[src/rtl/ahb_arbiter_if.sv]
// Arbitration signal bundle shared between the AHB masters and the arbiter.
// The arbiter takes the slave view: it reads requests and bus status and
// drives grant and ownership outputs.
interface ahb_arbiter_if #(
  parameter int NUM_MASTERS = 3
);
  logic [NUM_MASTERS-1:0] hbusreq;
  logic [NUM_MASTERS-1:0] hlock;
  logic [1:0]             htrans;
  logic                   hready;
  logic [NUM_MASTERS-1:0] hgrant;
  logic [1:0]             hmaster;
  logic [1:0]             hmaster_data;
  logic                   hmastlock;

  modport master (
    output hbusreq,
    output hlock,
    output htrans,
    output hready,
    input  hgrant,
    input  hmaster,
    input  hmaster_data,
    input  hmastlock
  );

  modport slave (
    input  hbusreq,
    input  hlock,
    input  htrans,
    input  hready,
    output hgrant,
    output hmaster,
    output hmaster_data,
    output hmastlock
  );
endinterface

[src/rtl/ahb_arbiter.sv]
// Round-robin AHB bus arbiter with locked-transfer support.
//
// state      | meaning
// -----------+------------------------------------------------------------
// ST_DEFAULT | nobody requests, DEFAULT_MASTER is parked on the bus
// ST_OWNED   | a requesting master holds the grant
// ST_LOCKED  | the owner runs a locked sequence; other requests ignored
//
// Everything advances only on hready=1 edges so the grant never changes
// while a slave is stretching a transfer. The round-robin pointer is the
// index of the current grant itself, so no separate pending memory exists:
// a request that drops before it is served simply loses its turn.
module ahb_arbiter #(
  parameter int NUM_MASTERS    = 3,
  parameter int DEFAULT_MASTER = 0
) (
  input logic          hclk,
  input logic          hresetn,
  ahb_arbiter_if.slave bus
);

  localparam logic [1:0] HTRANS_BUSY = 2'b01;
  localparam logic [1:0] HTRANS_SEQ  = 2'b11;
  localparam logic [1:0] DEF_IDX     = 2'(DEFAULT_MASTER);

  typedef enum logic [1:0] {
    ST_DEFAULT,
    ST_OWNED,
    ST_LOCKED
  } state_t;

  state_t     state;
  logic [1:0] owner;
  logic       hold;
  logic       next_found;
  logic [1:0] next_idx;

  function automatic logic [NUM_MASTERS-1:0] onehot(input logic [1:0] idx);
    logic [NUM_MASTERS-1:0] v;
    v      = '0;
    v[idx] = 1'b1;
    return v;
  endfunction

  // Hold the grant during a burst continuation or an unreleased lock.
  // A lock releases only at an IDLE/NONSEQ boundary, which the burst term
  // already covers.
  always_comb begin
    hold = (bus.htrans == HTRANS_BUSY) || (bus.htrans == HTRANS_SEQ) ||
           ((state == ST_LOCKED) && bus.hlock[owner]);
  end

  // Round-robin pick: scan from owner+1 and wrap so the owner comes last.
  always_comb begin
    logic [1:0] cand;
    int         c;
    next_found = 1'b0;
    next_idx   = DEF_IDX;
    cand       = '0;
    c          = 0;
    for (int k = 1; k <= NUM_MASTERS; k++) begin
      c = int'(owner) + k;
      if (c >= NUM_MASTERS) c = c - NUM_MASTERS;
      cand = 2'(c);
      if (!next_found && bus.hbusreq[cand]) begin
        next_found = 1'b1;
        next_idx   = cand;
      end
    end
  end

  // Arbitration FSM with registered grant, ownership pipeline and lock flag.
  always_ff @(posedge hclk or negedge hresetn) begin
    if (!hresetn) begin
      state            <= ST_DEFAULT;
      owner            <= DEF_IDX;
      bus.hgrant       <= onehot(DEF_IDX);
      bus.hmaster      <= DEF_IDX;
      bus.hmaster_data <= DEF_IDX;
      bus.hmastlock    <= 1'b0;
    end else if (bus.hready) begin
      bus.hmaster_data <= bus.hmaster;
      bus.hmaster      <= owner;
      bus.hmastlock    <= bus.hlock[owner];
      if (!hold) begin
        if (next_found) begin
          owner      <= next_idx;
          bus.hgrant <= onehot(next_idx);
          state      <= bus.hlock[next_idx] ? ST_LOCKED : ST_OWNED;
        end else begin
          owner      <= DEF_IDX;
          bus.hgrant <= onehot(DEF_IDX);
          state      <= ST_DEFAULT;
        end
      end
    end
  end

endmodule

[src/flat_wrapper.sv]
// flat-port wrapper written by rule: the top's interface ports become plain ports
module ahb_arbiter_flat 
#(
  parameter int NUM_MASTERS    = 3,
  parameter int DEFAULT_MASTER = 0
)
  (hclk, hresetn, bus_hbusreq, bus_hlock, bus_htrans, bus_hready, bus_hgrant, bus_hmaster, bus_hmaster_data, bus_hmastlock);
  ahb_arbiter_if #(.NUM_MASTERS(NUM_MASTERS)) bus_i ();
  input logic hclk;
  input logic hresetn;
  input wire logic [$bits(bus_i.hbusreq)-1:0] bus_hbusreq;
  input wire logic [$bits(bus_i.hlock)-1:0] bus_hlock;
  input wire logic [$bits(bus_i.htrans)-1:0] bus_htrans;
  input wire logic [$bits(bus_i.hready)-1:0] bus_hready;
  output wire logic [$bits(bus_i.hgrant)-1:0] bus_hgrant;
  output wire logic [$bits(bus_i.hmaster)-1:0] bus_hmaster;
  output wire logic [$bits(bus_i.hmaster_data)-1:0] bus_hmaster_data;
  output wire logic [$bits(bus_i.hmastlock)-1:0] bus_hmastlock;
  assign bus_i.hbusreq = bus_hbusreq;
  assign bus_i.hlock = bus_hlock;
  assign bus_i.htrans = bus_htrans;
  assign bus_i.hready = bus_hready;
  assign bus_hgrant = bus_i.hgrant;
  assign bus_hmaster = bus_i.hmaster;
  assign bus_hmaster_data = bus_i.hmaster_data;
  assign bus_hmastlock = bus_i.hmastlock;
  ahb_arbiter #(.NUM_MASTERS(NUM_MASTERS), .DEFAULT_MASTER(DEFAULT_MASTER)) u_core (.hclk(hclk), .hresetn(hresetn), .bus(bus_i));
endmodule
[config.mk]
export PLATFORM = sky130hd
export DESIGN_NAME = ahb_arbiter_flat
export DESIGN_NICKNAME = d
export VERILOG_FILES = /design/src/rtl/ahb_arbiter_if.sv /design/src/rtl/ahb_arbiter.sv /design/src/flat_wrapper.sv
export SDC_FILE = /design/constraint.sdc
export NUM_CORES = 1
export LEC_CHECK = 0
export ABC_CLOCK_PERIOD_IN_PS = 2500
export BUFFER_PORTS_ARGS = -buffer_cell sky130_fd_sc_hd__buf_2
export CAP_MARGIN = 20
export CORE_ASPECT_RATIO = 0.7
export CORE_MARGIN = 5
export CORE_UTILIZATION = 45
export CTS_CLUSTER_SIZE = 16
export DETAILED_ROUTE_END_ITERATION = 6
export PLACE_DENSITY = 0.68
export SYNTH_ARGS = -nofsm -noshare
export SYNTH_HDL_FRONTEND = slang
export SYNTH_SLANG_ARGS = --single-unit
[constraint.sdc]
create_clock -name hclk -period 2.5 [get_ports hclk]
set_input_delay 0.125 -clock hclk [delete_from_list [all_inputs] [get_ports hclk]]
set_output_delay 0.125 -clock hclk [all_outputs]
set_load 0.01 [all_outputs]
# Word-level counts from Yosys, hierarchy flattened
# Index checks and enable logic that the tools add are counted.
totals:
  register_bits: 12
  input_bits: 11
  output_inout_bits: 8
  wordCells: 59
classes:
  add_sub_neg: 6
  order_cmp: 9
  n_eq_ne: 3
  mux: 25
  n_bitwise: 1
  n_reduce_logical: 9
ops:
  columns: ["op", "count"]
  rows:
  - ["2-bit two-way mux", 9]
  - ["2-bit by 3-bit less-than comparator with 1-bit output, second input constant", 5]
  - ["1-bit binary-select mux with 2-bit select", 5]
  - ["3-bit by 2-bit >= comparator with 1-bit output, second input constant", 3]
  - ["1-bit two-way mux", 9]
  - ["2-bit by 2-bit adder with 3-bit output, second input constant", 2]
  - ["2-bit by 1-bit subtractor with 2-bit output, second input constant", 3]
  - ["2-bit equality test, second input constant", 2]
  - ["1-bit logical AND", 4]
  - ["2-bit by 1-bit adder with 3-bit output, second input constant", 1]
  - ["3-bit two-way mux", 1]
  - ["1-bit demux with 2-bit select", 1]
  - ["2-bit by 1-bit equality test with 1-bit output, second input constant", 1]
  - ["2-bit by 1-bit >= comparator with 1-bit output, second input constant", 1]
  - ["1-bit zero test", 2]
  - ["1-bit logical OR", 2]
  - ["2-bit AND reduction", 1]
  - ["1-bit inverter", 1]

# Longest topological paths before layout
logic_depth:
  ltp_word: 17
  depth_mapped: 9
  mapped_depth_nobuf: 8

# Least setup slack after synthesis
# No wires, ideal clock.
synth_path:
  kind: "flip-flop to flip-flop"
  from: "register u_core.owner[0]"
  to: "register u_core.state[0]"
  setup_time_ps: 126
  arrival_ps: 2084
  t_required_ps: 2374
  slack_ps: 290
  stages_incl_launch_ff: 10
  n_path_buf: 2
  period_less_slack_ps: 2210
  path_cell_list: "dfrtp_1 -> inv_1 -> ha_1 -> buf_6 -> clkbuf_4 -> nand3b_1 -> a21oi_2 -> o32ai_4 -> nor2b_2 -> a221o_1"
synth_between:
  elab_chain_len: 16
  elab_cells_between_ends: 38
  classes_between: "add/sub: 6; order compare: 3; mux: 21; bitwise: 1; reduce/logical: 7"
synth_lines:
  columns: ["item", "line_no", "text"]
  rows:
  - ["start, declared", "ahb_arbiter.sv:33", "logic [1:0] owner;"]
  - ["start signal, assigned", "ahb_arbiter.sv:87", "owner <= next_idx;"]
  - ["2-bit by 1-bit adder with 3-bit output", "ahb_arbiter.sv:62", "c = int'(owner) + k;"]
  - ["3-bit by 2-bit >= comparator with 1-bit output or 2-bit by 1-bit subtractor with 2-bit output (tied branches)", "ahb_arbiter.sv:63", "if (c >= NUM_MASTERS) c = c - NUM_MASTERS;"]
  - ["2-bit two-way mux", "ahb_arbiter.sv:63", null]
  - ["1-bit binary-select mux with 2-bit select", "ahb_arbiter.sv:65", "if (!next_found && bus.hbusreq[cand]) begin"]
  - ["1-bit two-way mux (not written as such)", "ahb_arbiter.sv:65", null]
  - ["1-bit two-way mux", "ahb_arbiter.sv:65", null]
  - ["1-bit zero test", "ahb_arbiter.sv:65", null]
  - ["1-bit logical AND", "ahb_arbiter.sv:65", null]
  - ["1-bit two-way mux", "ahb_arbiter.sv:65", null]
  - ["1-bit zero test", "ahb_arbiter.sv:65", null]
  - ["1-bit logical AND", "ahb_arbiter.sv:65", null]
  - ["2-bit two-way mux", "ahb_arbiter.sv:65", null]
  - ["1-bit binary-select mux with 2-bit select", "ahb_arbiter.sv:89", "state <= bus.hlock[next_idx] ? ST_LOCKED : ST_OWNED;"]
  - ["1-bit two-way mux (not written as such)", "ahb_arbiter.sv:89", null]
  - ["2-bit two-way mux", "ahb_arbiter.sv:89", null]
  - ["2-bit two-way mux", "ahb_arbiter.sv:86", "if (next_found) begin"]
  - ["end signal, assigned", "ahb_arbiter.sv:89", null]
  - ["end, declared", "ahb_arbiter.sv:32", "state_t state;"]
# Parallel ways exist; a longest one is shown, timed or not. The select of a mux whose other input is x is not followed.
# A chain may end at the register's enable or synchronous reset.

# Worst setup path in the final report
# Ends and elaborated chain as after synthesis.

==> run_results.csv <==
group,metric,value,unit
global_routing,grt_usage,13.88,%
timing,worstMarginPinSlew,0.3428,ns
timing,min_period,2.310,ns
floorplan,die_area,3038,µm²
job,maxCapViolCount,0,
clock_network,clockBufferDepth,2,
synthesis,synth.distinct_cells,42,
floorplan,coreArea,1887,µm²
finish,layout-drive-gt1-share,40.74,%
timing,setup_viol,0,
finish,fin_area,1065,µm²
finish,area_growth,16.90,%
route,vias,700,
timing,maxSlewHeadroom,77.10,%
timing,fin_crit_sh,92.40,%
place,gp_congestion,0.8257,
global_routing,grt_pass1_wl,3229,µm
floorplan,ios,19,
finish,diodes,0,
finish,final_nets,124,
clock_network,cts_setup_buffers,0,
clock_network,insertion_delay,0.28,ns
global_routing,antenna_found_initial,0,
timing,rsz0062_at_grt,"false",
setup_path,end_kind,"register",
clock_network,cts_sinks,12,
power,power_density,1300,nW/µm²
route,drt_iter0_markers,27,
route,drt_wl_total,1915,µm
synthesis,synth_area,910.9,µm²
status,status,"finished, final reports clean",
floorplan,initial_core_util,48.28,%
setup_path,crit_path_max_fanout,15,
clock_network,cts_buffers,3,
synthesis,syn-num-nets,101,
timing,hold_violations,0,
global_routing,grt_max_degree,16,
place,dpl.hpwl,1533,µm
power,p_leak,0.0004902,µW
synthesis,ys_async_sr_fraction,100.0,%
floorplan,die_h,47.64,µm
timing,whs,0.1382,ns
setup_path,arrival,2.48,ns
power,power.total,1384,µW
synthesis,ys_seq_area_share,33.10,%
global_routing,grt_overflow,0,
synthesis,synthCells,86,
clock_network,path_clk_slew,0.08,ns
finish,fillers,165,
power,ir_worst_vdd,743.6,µV
clock_network,clockRootBuffer,"clkbuf_4",
timing,max_freq,432.9,MHz
place,portBuffers,17,
floorplan,die_w,63.78,µm
route,ant_nets,0,
synthesis,yosysWarnings,0,
setup_path,crit_type,"register to register",
route,drtPass1Iterations,2,
place,place_area,1016,µm²
route,drc,0,
synthesis,synth_edf_count,0,
timing,maxSlewViolCount,0,
synthesis,ys.flop_type,"dfrtp_1",
timing,fin_skew,0.005720,ns
route,vias_per_cell,5.385,
synthesis,ys_ff_latch,12,
synthesis,postSynthAreaPerCell,10.59,µm²
clock_network,cts_tree,"yes",
clock_network,htreeDepth,1,
setup_path,start_kind,"register",
global_routing,grt_pass1_vias,715,
timing,fin_setup_tns,0,ns
floorplan,std_cell_rows,13,
route,wl_per_cell,14.73,µm
setup_path,crit_required,2.67,ns
worst_hold_path,hp-class,"input pin to register",
## cell usage in the layout (no fill, tap or decap), types with 2 or more instances in the layout
cell type / Yosys / final
a21o_1: 2 / 2
a21oi_1: 4 / 4
a21oi_2: 3 / 3
buf_2: 0 / 17
buf_4: 0 / 3
clkbuf_4: 1 / 3
dfrtp_1: 11 / 11
ha_1: 4 / 3
inv_1: 4 / 4
mux2_2: 5 / 5
mux2i_1: 3 / 3
nand2_1: 6 / 6
nand2b_1: 2 / 2
nand3_1: 3 / 3
nor2_1: 4 / 4
nor2b_1: 2 / 2
o21ai_1: 2 / 2
o22ai_1: 2 / 2
or2b_1: 2 / 2
## cells by family after synthesis
family                   share of synthesized area, %
flip-flops                                      33.10
AND/OR/NAND/NOR                                 17.72
multiplexers                                    11.13
adder cells (fa/ha/maj)                         5.495
AO/OA/AOI/OAI                                   27.61
buffers and inverters                           4.945
## cell type report
type / count / area [µm²] / share of cell area, %
multi-input combinational: 67 / 566.8 / 53.23
inverter: 4 / 15.01 / 1.410
clock buffer: 4 / 36.28 / 3.408
timing repair buffer: 21 / 117.6 / 11.05
sequential: 12 / 301.5 / 28.32
tap: 22 / 27.53 / 2.585
## Yosys cell counts, types with 2 or more instances
cell,instances,share of area (%)
a21o_1,2,1.6
buf_6,2,2.5
mux2i_1,3,3.3
mux2_2,5,6.2
a21oi_1,4,2.2
a21oi_2,3,2.9
o22ai_1,2,1.4
nor2_1,4,1.6
o21ai_1,2,1.1
nand2b_1,2,1.4
ha_1,4,5.5
or2b_1,2,1.6
nand2_1,6,2.5
nand3_1,3,1.6
dfrtp_1,11,30
nor2b_1,2,1.4
inv_1,4,1.6
## layer usage
layer | wire length (µm) | global-route usage [%]
met3 | 68 | 4.460
met4 | 5 | 2.490
met2 | 888 | 22.67
met1 | 952 | 18.60
met5 | 0 | 0
## where the power goes
part | internal (µW) | switching, µW
Combinational | 407 | 496
Sequential | 281 | 43.6
Clock | 88.6 | 67.9
Total | 777 | 607
## stage by stage
step / setup WS, ns / std cells / utilization, %
2_1_floorplan: 0.2897 / 86 / -
3_3_place_gp: 0.1706 / 125 / 53.85
3_5_place_dp: 0.1087 / 125 / 53.85
4_1_cts: 0.1058 / 130 / 56.30
5_1_grt: 0.05258 / 130 / 56.43
6_report: 0.1900 / 130 / 56.43
## worst paths after layout
path / from / to / slack (ns) / cells past startpoint
max: u_core.owner[0]$_DFFE_PN0P_ / u_core.state[0]$_DFFE_PN0P_ / 0.19 / 8
min: bus_hready / u_core.bus.hmastlock$_DFFE_PN0P_ / 0.14 / 2
max reg2reg: u_core.owner[0]$_DFFE_PN0P_ / u_core.state[0]$_DFFE_PN0P_ / 0.19 / 8
min reg2reg: u_core.bus.hgrant[0]$_DFFE_PN1P_ / u_core.bus.hgrant[0]$_DFFE_PN1P_ / 0.48 / 2
max in group asynchronous: hresetn / u_core.bus.hgrant[0]$_DFFE_PN1P_ / 1.98 / 2
min in group asynchronous: hresetn / u_core.state[0]$_DFFE_PN0P_ / 0.24 / 2
## sequential cells by signal, summed over array words and instances (netlist names)
register and cells:
u_core.owner 2, u_core.state 2, u_core.bus.hmaster 2, u_core.bus.hmaster_data 2, u_core.bus.hmastlock 1, u_core.bus.hgrant 3
## critical path, stage by stage (launching register included)
cell,delay (ns)
dfrtp_1,0.38
inv_1,0.19
ha_2,0.42
nor3b_2,0.29
a21o_4,0.16
a21oi_2,0.06
o31ai_4,0.28
mux2i_1,0.13
a221o_1,0.30
## what timing repair did
item	in CTS	in global routing
gates resized for setup	0	1
hold buffers	1	0
setup endpoints to repair	0	5
hold endpoints to repair	12	0
Note: power is estimated with default switching activity, not from simulation.
